### config.mk
export PLATFORM = sky130hd
export DESIGN_NAME = hms_time_keeper
export DESIGN_NICKNAME = d
export VERILOG_FILES = /design/src/rtl/hms_time_keeper_pkg.sv /design/src/rtl/bcd_mod_counter.sv /design/src/rtl/hms_time_keeper.sv
export SDC_FILE = /design/constraint.sdc
export NUM_CORES = 1
export LEC_CHECK = 0
export ABC_AREA = 1
export BUFFER_PORTS_ARGS = -buffer_cell sky130_fd_sc_hd__clkbuf_2
export CAP_MARGIN = 5
export CORE_ASPECT_RATIO = 0.8
export CORE_MARGIN = 5
export CORE_UTILIZATION = 50
export DETAILED_ROUTE_END_ITERATION = 7
export GPL_TIMING_DRIVEN = 0
export PLACE_DENSITY = 0.74
export SLEW_MARGIN = 20
export SYNTH_ARGS = -nofsm -noshare
export SYNTH_HDL_FRONTEND = slang
export SYNTH_SLANG_ARGS = --single-unit
### constraint.sdc
create_clock -name clk -period 4.1 [get_ports clk]
set_input_delay 0 -clock clk [delete_from_list [all_inputs] [get_ports clk]]
set_output_delay 0 -clock clk [all_outputs]
set_load 0.05 [all_outputs]
### src/rtl/hms_time_keeper_pkg.sv
// Shared definitions for the hours/minutes/seconds time keeper: FSM encoding,
// field-select codes, field terminal values and the packed-BCD validity check.
package hms_time_keeper_pkg;

  typedef logic [7:0] bcd_t;

  localparam logic [0:0] STATE_STOP = 1'b0;
  localparam logic [0:0] STATE_RUN  = 1'b1;

  localparam logic [1:0] SEL_SEC  = 2'b00;
  localparam logic [1:0] SEL_MIN  = 2'b01;
  localparam logic [1:0] SEL_HOUR = 2'b10;
  localparam logic [1:0] SEL_RSVD = 2'b11;

  localparam bcd_t SEC_MAX = 8'h59;
  localparam bcd_t MIN_MAX = 8'h59;

  // True when both nibbles hold a decimal digit.
  function automatic logic bcd_valid(input bcd_t v);
    return (v[7:4] <= 4'd9) && (v[3:0] <= 4'd9);
  endfunction

endpackage

### src/rtl/bcd_mod_counter.sv
// Two-digit packed-BCD counter that wraps to 00 after {MOD_TENS,MOD_UNITS}.
// wrap is combinational so the next field can step on the same edge.
module bcd_mod_counter
  import hms_time_keeper_pkg::*;
#(
  parameter logic [3:0] MOD_TENS  = 4'd5,
  parameter logic [3:0] MOD_UNITS = 4'd9
) (
  input  logic clk,
  input  logic rst,
  input  logic inc,
  input  logic load,
  input  bcd_t load_val,
  output bcd_t value,
  output logic wrap
);

  logic at_max;

  assign at_max = (value[7:4] == MOD_TENS) && (value[3:0] == MOD_UNITS);
  assign wrap   = inc && at_max;

  // Load outranks increment; arithmetic stays per nibble.
  always_ff @(posedge clk or posedge rst) begin
    if (rst) begin
      value <= 8'h00;
    end else if (load) begin
      value <= load_val;
    end else if (inc) begin
      if (at_max) begin
        value <= 8'h00;
      end else if (value[3:0] == 4'd9) begin
        value <= {value[7:4] + 4'd1, 4'd0};
      end else begin
        value <= {value[7:4], value[3:0] + 4'd1};
      end
    end
  end

endmodule

### src/rtl/hms_time_keeper.sv
// Time-of-day keeper in packed BCD: STOP/RUN FSM, field-load validation,
// seconds->minutes->hours carry chain and the day_carry/set_err pulses.
module hms_time_keeper
  import hms_time_keeper_pkg::*;
#(
  parameter int HOUR_MOD = 24
) (
  input  logic       clk,
  input  logic       rst,
  input  logic       tick_in,
  input  logic       run,
  input  logic       set_en,
  input  logic [1:0] set_sel,
  input  logic [7:0] set_val,
  output logic [7:0] sec_bcd,
  output logic [7:0] min_bcd,
  output logic [7:0] hour_bcd,
  output logic       day_carry,
  output logic       set_err,
  output logic       running
);

  localparam logic [3:0] HOUR_TENS  = (HOUR_MOD == 12) ? 4'd1 : 4'd2;
  localparam logic [3:0] HOUR_UNITS = (HOUR_MOD == 12) ? 4'd1 : 4'd3;
  localparam bcd_t       HOUR_MAX   = {HOUR_TENS, HOUR_UNITS};

  logic [0:0] state;
  logic [0:0] state_nxt;
  logic       load_ok;
  logic       tick_eff;
  logic       sec_wrap;
  logic       min_wrap;
  logic       hour_wrap;
  logic       load_sec;
  logic       load_min;
  logic       load_hour;

  always_comb begin
    state_nxt = state;
    case (state)
      STATE_STOP: if (run && !set_en) state_nxt = STATE_RUN;
      STATE_RUN:  if (!run || set_en) state_nxt = STATE_STOP;
      default:    state_nxt = STATE_STOP;
    endcase
  end

  always_ff @(posedge clk or posedge rst) begin
    if (rst) state <= STATE_STOP;
    else     state <= state_nxt;
  end

  assign running = (state == STATE_RUN);

  // Packed BCD orders like the decimal value once both nibbles are digits.
  always_comb begin
    load_ok = 1'b0;
    if (bcd_valid(set_val)) begin
      case (set_sel)
        SEL_SEC:  load_ok = (set_val <= SEC_MAX);
        SEL_MIN:  load_ok = (set_val <= MIN_MAX);
        SEL_HOUR: load_ok = (set_val <= HOUR_MAX);
        default:  load_ok = 1'b0;
      endcase
    end
  end

  assign load_sec  = set_en && load_ok && (set_sel == SEL_SEC);
  assign load_min  = set_en && load_ok && (set_sel == SEL_MIN);
  assign load_hour = set_en && load_ok && (set_sel == SEL_HOUR);

  // Any strobe, valid or not, swallows a coincident tick.
  assign tick_eff = running && tick_in && !set_en;

  bcd_mod_counter #(.MOD_TENS(SEC_MAX[7:4]), .MOD_UNITS(SEC_MAX[3:0])) u_sec (
    .clk      (clk),
    .rst      (rst),
    .inc      (tick_eff),
    .load     (load_sec),
    .load_val (set_val),
    .value    (sec_bcd),
    .wrap     (sec_wrap)
  );

  bcd_mod_counter #(.MOD_TENS(MIN_MAX[7:4]), .MOD_UNITS(MIN_MAX[3:0])) u_min (
    .clk      (clk),
    .rst      (rst),
    .inc      (sec_wrap),
    .load     (load_min),
    .load_val (set_val),
    .value    (min_bcd),
    .wrap     (min_wrap)
  );

  bcd_mod_counter #(.MOD_TENS(HOUR_TENS), .MOD_UNITS(HOUR_UNITS)) u_hour (
    .clk      (clk),
    .rst      (rst),
    .inc      (min_wrap),
    .load     (load_hour),
    .load_val (set_val),
    .value    (hour_bcd),
    .wrap     (hour_wrap)
  );

  always_ff @(posedge clk or posedge rst) begin
    if (rst) begin
      day_carry <= 1'b0;
      set_err   <= 1'b0;
    end else begin
      day_carry <= hour_wrap;
      set_err   <= set_en && !load_ok;
    end
  end

endmodule

# After elaboration in Yosys (flattened, before gate mapping)
# Index checks and enable logic that the tools add are counted.
[totals]
ff_bits = 27
inputBits = 15
output_inout_bits = 27
elab_cells = 76
[classes]
n_addsub = 6
order_cmp = 4
eq_ne = 9
mux = 17
bitwise = 1
reduce_logical = 30
[ops]
columns = ["op", "n"]
rows = [
  ["two-way mux 8 bit", 12],
  ["adder 4 x 1 -> 4 bit (second input constant)", 6],
  ["logical AND 1 bit", 15],
  ["== test 4 bit (second input constant)", 3],
  ["nonzero test 3 bit", 3],
  ["== test 4 x 2 -> 1 bit (second input constant)", 2],
  ["== test 4 x 3 -> 1 bit (second input constant)", 2],
  ["<= comparator 4 bit (second input constant)", 2],
  ["<= comparator 8 x 6 -> 1 bit (second input constant)", 1],
  ["<= comparator 8 x 7 -> 1 bit (second input constant)", 1],
  ["AND reduction 2 bit", 3],
  ["nonzero test 2 bit", 3],
  ["case mux 1 bit (2 select lines)", 2],
  ["logical NOT 1 bit", 3],
  ["two-way mux 1 bit", 3],
  ["== test 2 x 1 -> 1 bit (second input constant)", 1],
  ["== test 2 bit (second input constant)", 1],
  ["logical NOT 2 bit", 1],
  ["OR reduction 2 bit", 1],
  ["logical OR 1 bit", 1],
  ["NOT 1 bit", 1],
]

# Logic depth before layout (Yosys ltp)
[depth]
depth_word = 8
mapped_depth = 11
depth_no_buf = 11

# Cells and area by module
# From an unflattened synthesis, not the netlist that was laid out.
[unflattened]
cells_unflattened = 261
area_unflattened_um2 = 1916.8
[by_module_without_submodules]
columns = ["mod", "n_inst", "cells_each", "area_each_um2", "seq_area_each_um2"]
rows = [
  ["bcd_mod_counter at u_min ...", 2, 77, 568.0, 200.2],
  ["bcd_mod_counter at u_hour", 1, 82, 598.1, 200.2],
  ["hms_time_keeper", 1, 25, 182.7, 75.1],
]

# Least setup slack after synthesis
# No wires, ideal clock.
[synth_timing]
kind = "reg2reg"
start = "reg u_min.value[0]"
end = "reg u_hour.value[5]"
setup_ns = 0.118
arrival_time_ns = 1.754
required_ns = 3.982
setup_slack_ns = 2.228
stages_incl_launch_ff = 9
path_buffers = 0
period_less_slack_ns = 1.872
cell_sequence = "dfrtp_1 ha_1 nand2_1 nor2_1 nand4_4 o21ai_2 inv_2 nand2_1 nand2_1"
[synth_between]
elab_chain_cells = 5
[synth_rtl]
columns = ["item", "line", "rtl"]
rows = [
  ["from (decl)", "bcd_mod_counter.sv:14", "output bcd_t value,"],
  ["from (signal assigned)", "bcd_mod_counter.sv:28", "value <= load_val;"],
  ["from (signal assigned)", "bcd_mod_counter.sv:33", "value <= {value[7:4] + 4'd1, 4'd0};"],
  ["from (signal assigned)", "bcd_mod_counter.sv:35", "value <= {value[7:4], value[3:0] + 4'd1};"],
  ["== test 4 bit", "bcd_mod_counter.sv:20", "assign at_max = (value[7:4] == MOD_TENS) && (value[3:0] == MOD_UNITS);"],
  ["logical AND 1 bit", "bcd_mod_counter.sv:20", ""],
  ["logical AND 1 bit", "bcd_mod_counter.sv:21", "assign wrap = inc && at_max;"],
  ["nonzero test 2 bit (no source line)", "-", ""],
  ["AND reduction 2 bit (no source line)", "-", ""],
  ["to (signal assigned)", "bcd_mod_counter.sv:28", ""],
  ["to (signal assigned)", "bcd_mod_counter.sv:33", ""],
  ["to (signal assigned)", "bcd_mod_counter.sv:35", ""],
  ["to (decl)", "bcd_mod_counter.sv:14", ""],
]
# No other way between the ends.
# A chain may end at the register's enable or synchronous reset.

# Worst setup path after layout
[layout_timing]
start = "reg u_min.value[1]"
end = "reg u_hour.value[5]"
# The elaborated chain is that of the path after synthesis.

==> metrics <==
status finished, final reports clean; Post-Syn Nets 277; EDFF count, synth 0; Setup CP Type register to register; port buffer count 40; CTS-repair resized insts 0; Post-Synthesis Cells 252; Critical Path RT 4.27 ns; worst slew pin tran 0.5695 ns; clock sink count 27; initial antenna violation count 0; routed wire length 4366 um; TritonCTS clock tree done; Post-Syn Area 0.001904 mm2; share of cells above drive strength 1 22.07%; pwr/cell area 462.4 mW/mm2; count of final setup violators 0; row cnt 20; number of vias per cell 5.233; nets 325; CTS Buf Count 3; clk_lat worst skew 0.28 ns; synth unique cells 29; Ports 42; Placed Instances 336; ys async rst share 100.0%; top post-synthesis cells by area dfrtp_1 35%, nand3_1 10%, nand2_1 9.7%, ha_1 6.6%, inv_1 6.5%; Top FF cell, synth dfrtp_1; CTS root buffer clkbuf_8; post-DR wirelength/cell 12.73 um; vias 1795; # diodes 0; RSZ-0062 raised after global routing false; Die ar. 0.005151 mm2; Max-cap violations 0; leakage power 0.001203 uW; fillers 354; setup ws final 2.364 ns; Overall Global Routing Usage 18.00%; min cycle time layout 1.736 ns; Die W 79 um; area share of the largest cell type after synthesis 35.48%; dpl hpwl 3381 um; H-tree depth 1; Yosys reg bits 27; clock skew 0.01155 ns; Max Slew Vio Count 0; TNS Setup 0 ns; worst slack, placed 2.354 ns; Synth Warn # 0; DRT iter0 DRCs 72; CORE AREA 0.003729 mm2; worst hold path class input pin to register; Area Growth Syn to Fin 17.35%; Initial Util 51.07%; Max clock buf depth 2; CTS clk-pin slew, worst paths 0.10 ns; largest net degree at the start of global routing 28; fin util 59.93%; Multi-input gate area 0.001070 mm2; Non-Filler Instances 343; share of the yosys chip area belonging to registers 35.48%; vias in the first global route 1641; total global routing overflow 0; DIE HEIGHT 65.20 um; Max-Slew Margin vs Limit 61.98%; Final Wtd Congestion 0.8198; crit start category register; Detail Route Antenna Nets 0; biggest area consumer among synthesized cells dfrtp_1; TritonRoute pass-1 iters 4; WP data arrival 1.90 ns; Reg area 675.6 um2; drc violations 0; global-route wire length before repair 7486 um; FMAX 0.5761 GHz; Worst Path Max Fanout 6; final hold violations 0; period utilization 42.34%; Mean Syn Cell Area 7.557 um2; CP Capture Type register; maximum VDD drop 0.0002325 V
-- cells in the mapped netlist (2+ instances only) --
library cell / n
nor2_4: 3
inv_1: 33
nand4_2: 3
nand3_1: 38
a21oi_1: 3
nand2_1: 49
ha_1: 10
nor2_1: 29
dfrtp_1: 27
o21ai_2: 2
inv_2: 2
xnor2_1: 3
or2_2: 3
o21ai_0: 13
nand4_1: 14
xor2_1: 6
o22ai_1: 2
-- report_power, final --
part / internal [uW] / switching, uW
combinational: 124 / 352
sequential: 323 / 79.8
clock: 69.7 / 85.3
-- worst max-delay path, cell delays in order (launching register included) --
cell and delay [ns]:
dfrtp_1 0.43, inv_1 0.07, ha_1 0.13, nand2_1 0.05, nor2_1 0.32, nand4_4 0.21, o21ai_2 0.26, inv_2 0.07
nand2_1 0.06, nand2_1 0.05
-- cell usage in the layout (no fill, tap or decap), drive strengths merged, types with 4 or more instances in the layout --
cell and instances:
inv 35, a21oi 4, clkbuf 45, xor2 6, o21ai 15, nand2 50
nor2 32, nand3 40, ha 10, dfrtp 27, nand4 18
-- cell families after synthesis --
family,synth area share (%)
adders and majority gates,6.570
DFF,35.48
AOI/OAI and AO/OA,6.636
and+or+nand+nor,38.83
buffers and inverters,8.344
xor gates and xnor gates,4.140
-- final timing paths --
kind	slack [ns]	cells after the start	startpoint	to
worst max-delay path	2.36	9	u_min.value[1]	u_hour.value[5]
worst min-delay path	0.009	3	set_val[3]	u_min.value[3]
worst max register to register	2.36	9	u_min.value[1]	u_hour.value[5]
worst min register to register	0.57	2	u_hour.value[7]	u_hour.value[7]
max in group asynchronous	3.41	3	rst	u_min.value[1]
min in group asynchronous	0.30	3	rst	u_sec.value[5]
-- stage by stage --
stage | total power, uW | instance area (um2) | hold WS [ns]
2_1_floorplan | 766.1 | 1904 | 0.05272
3_3_place_gp | 873.9 | 2160 | 0.1918
3_5_place_dp | 882.3 | 2160 | 0.2122
4_1_cts | 1041 | 2235 | 0.006216
5_1_grt | 1105 | 2235 | 0.01088
6_report | 1033 | 2235 | 0.008506
-- flip-flops by register name, indices dropped and copies added (netlist names) --
| register | flops |
|---|---|
| running | 1 |
| u_sec.value | 8 |
| set_err | 1 |
| u_min.value | 8 |
| day_carry | 1 |
| u_hour.value | 8 |
-- what timing repair did --
| item | CTS | global route |
|---|---|---|
| endpoints found under the hold margin | 16 | 0 |
| buffers inserted | 0 | 0 |
| hold buffers | 3 | 0 |
-- cell type report --
type	instances	area share, %
flip-flops and latches	27	30.24
inverters	35	5.879
well taps	44	2.464
plain buffers	4	1.232
repair buffers	43	10.30
clock buffers	4	2.016
multi-input cells	186	47.87
-- layer usage --
metal / vias to the layer above / wire length, um / GRT usage [%]
met5: - / 0 / 0
met4: 0 / 17 / 2.790
met3: 5 / 194 / 3.699
met2: 45 / 2043 / 30.04
met1: 817 / 2112 / 24.61
li1: 928 / - / -
Power figures use the tool's default switching activity.
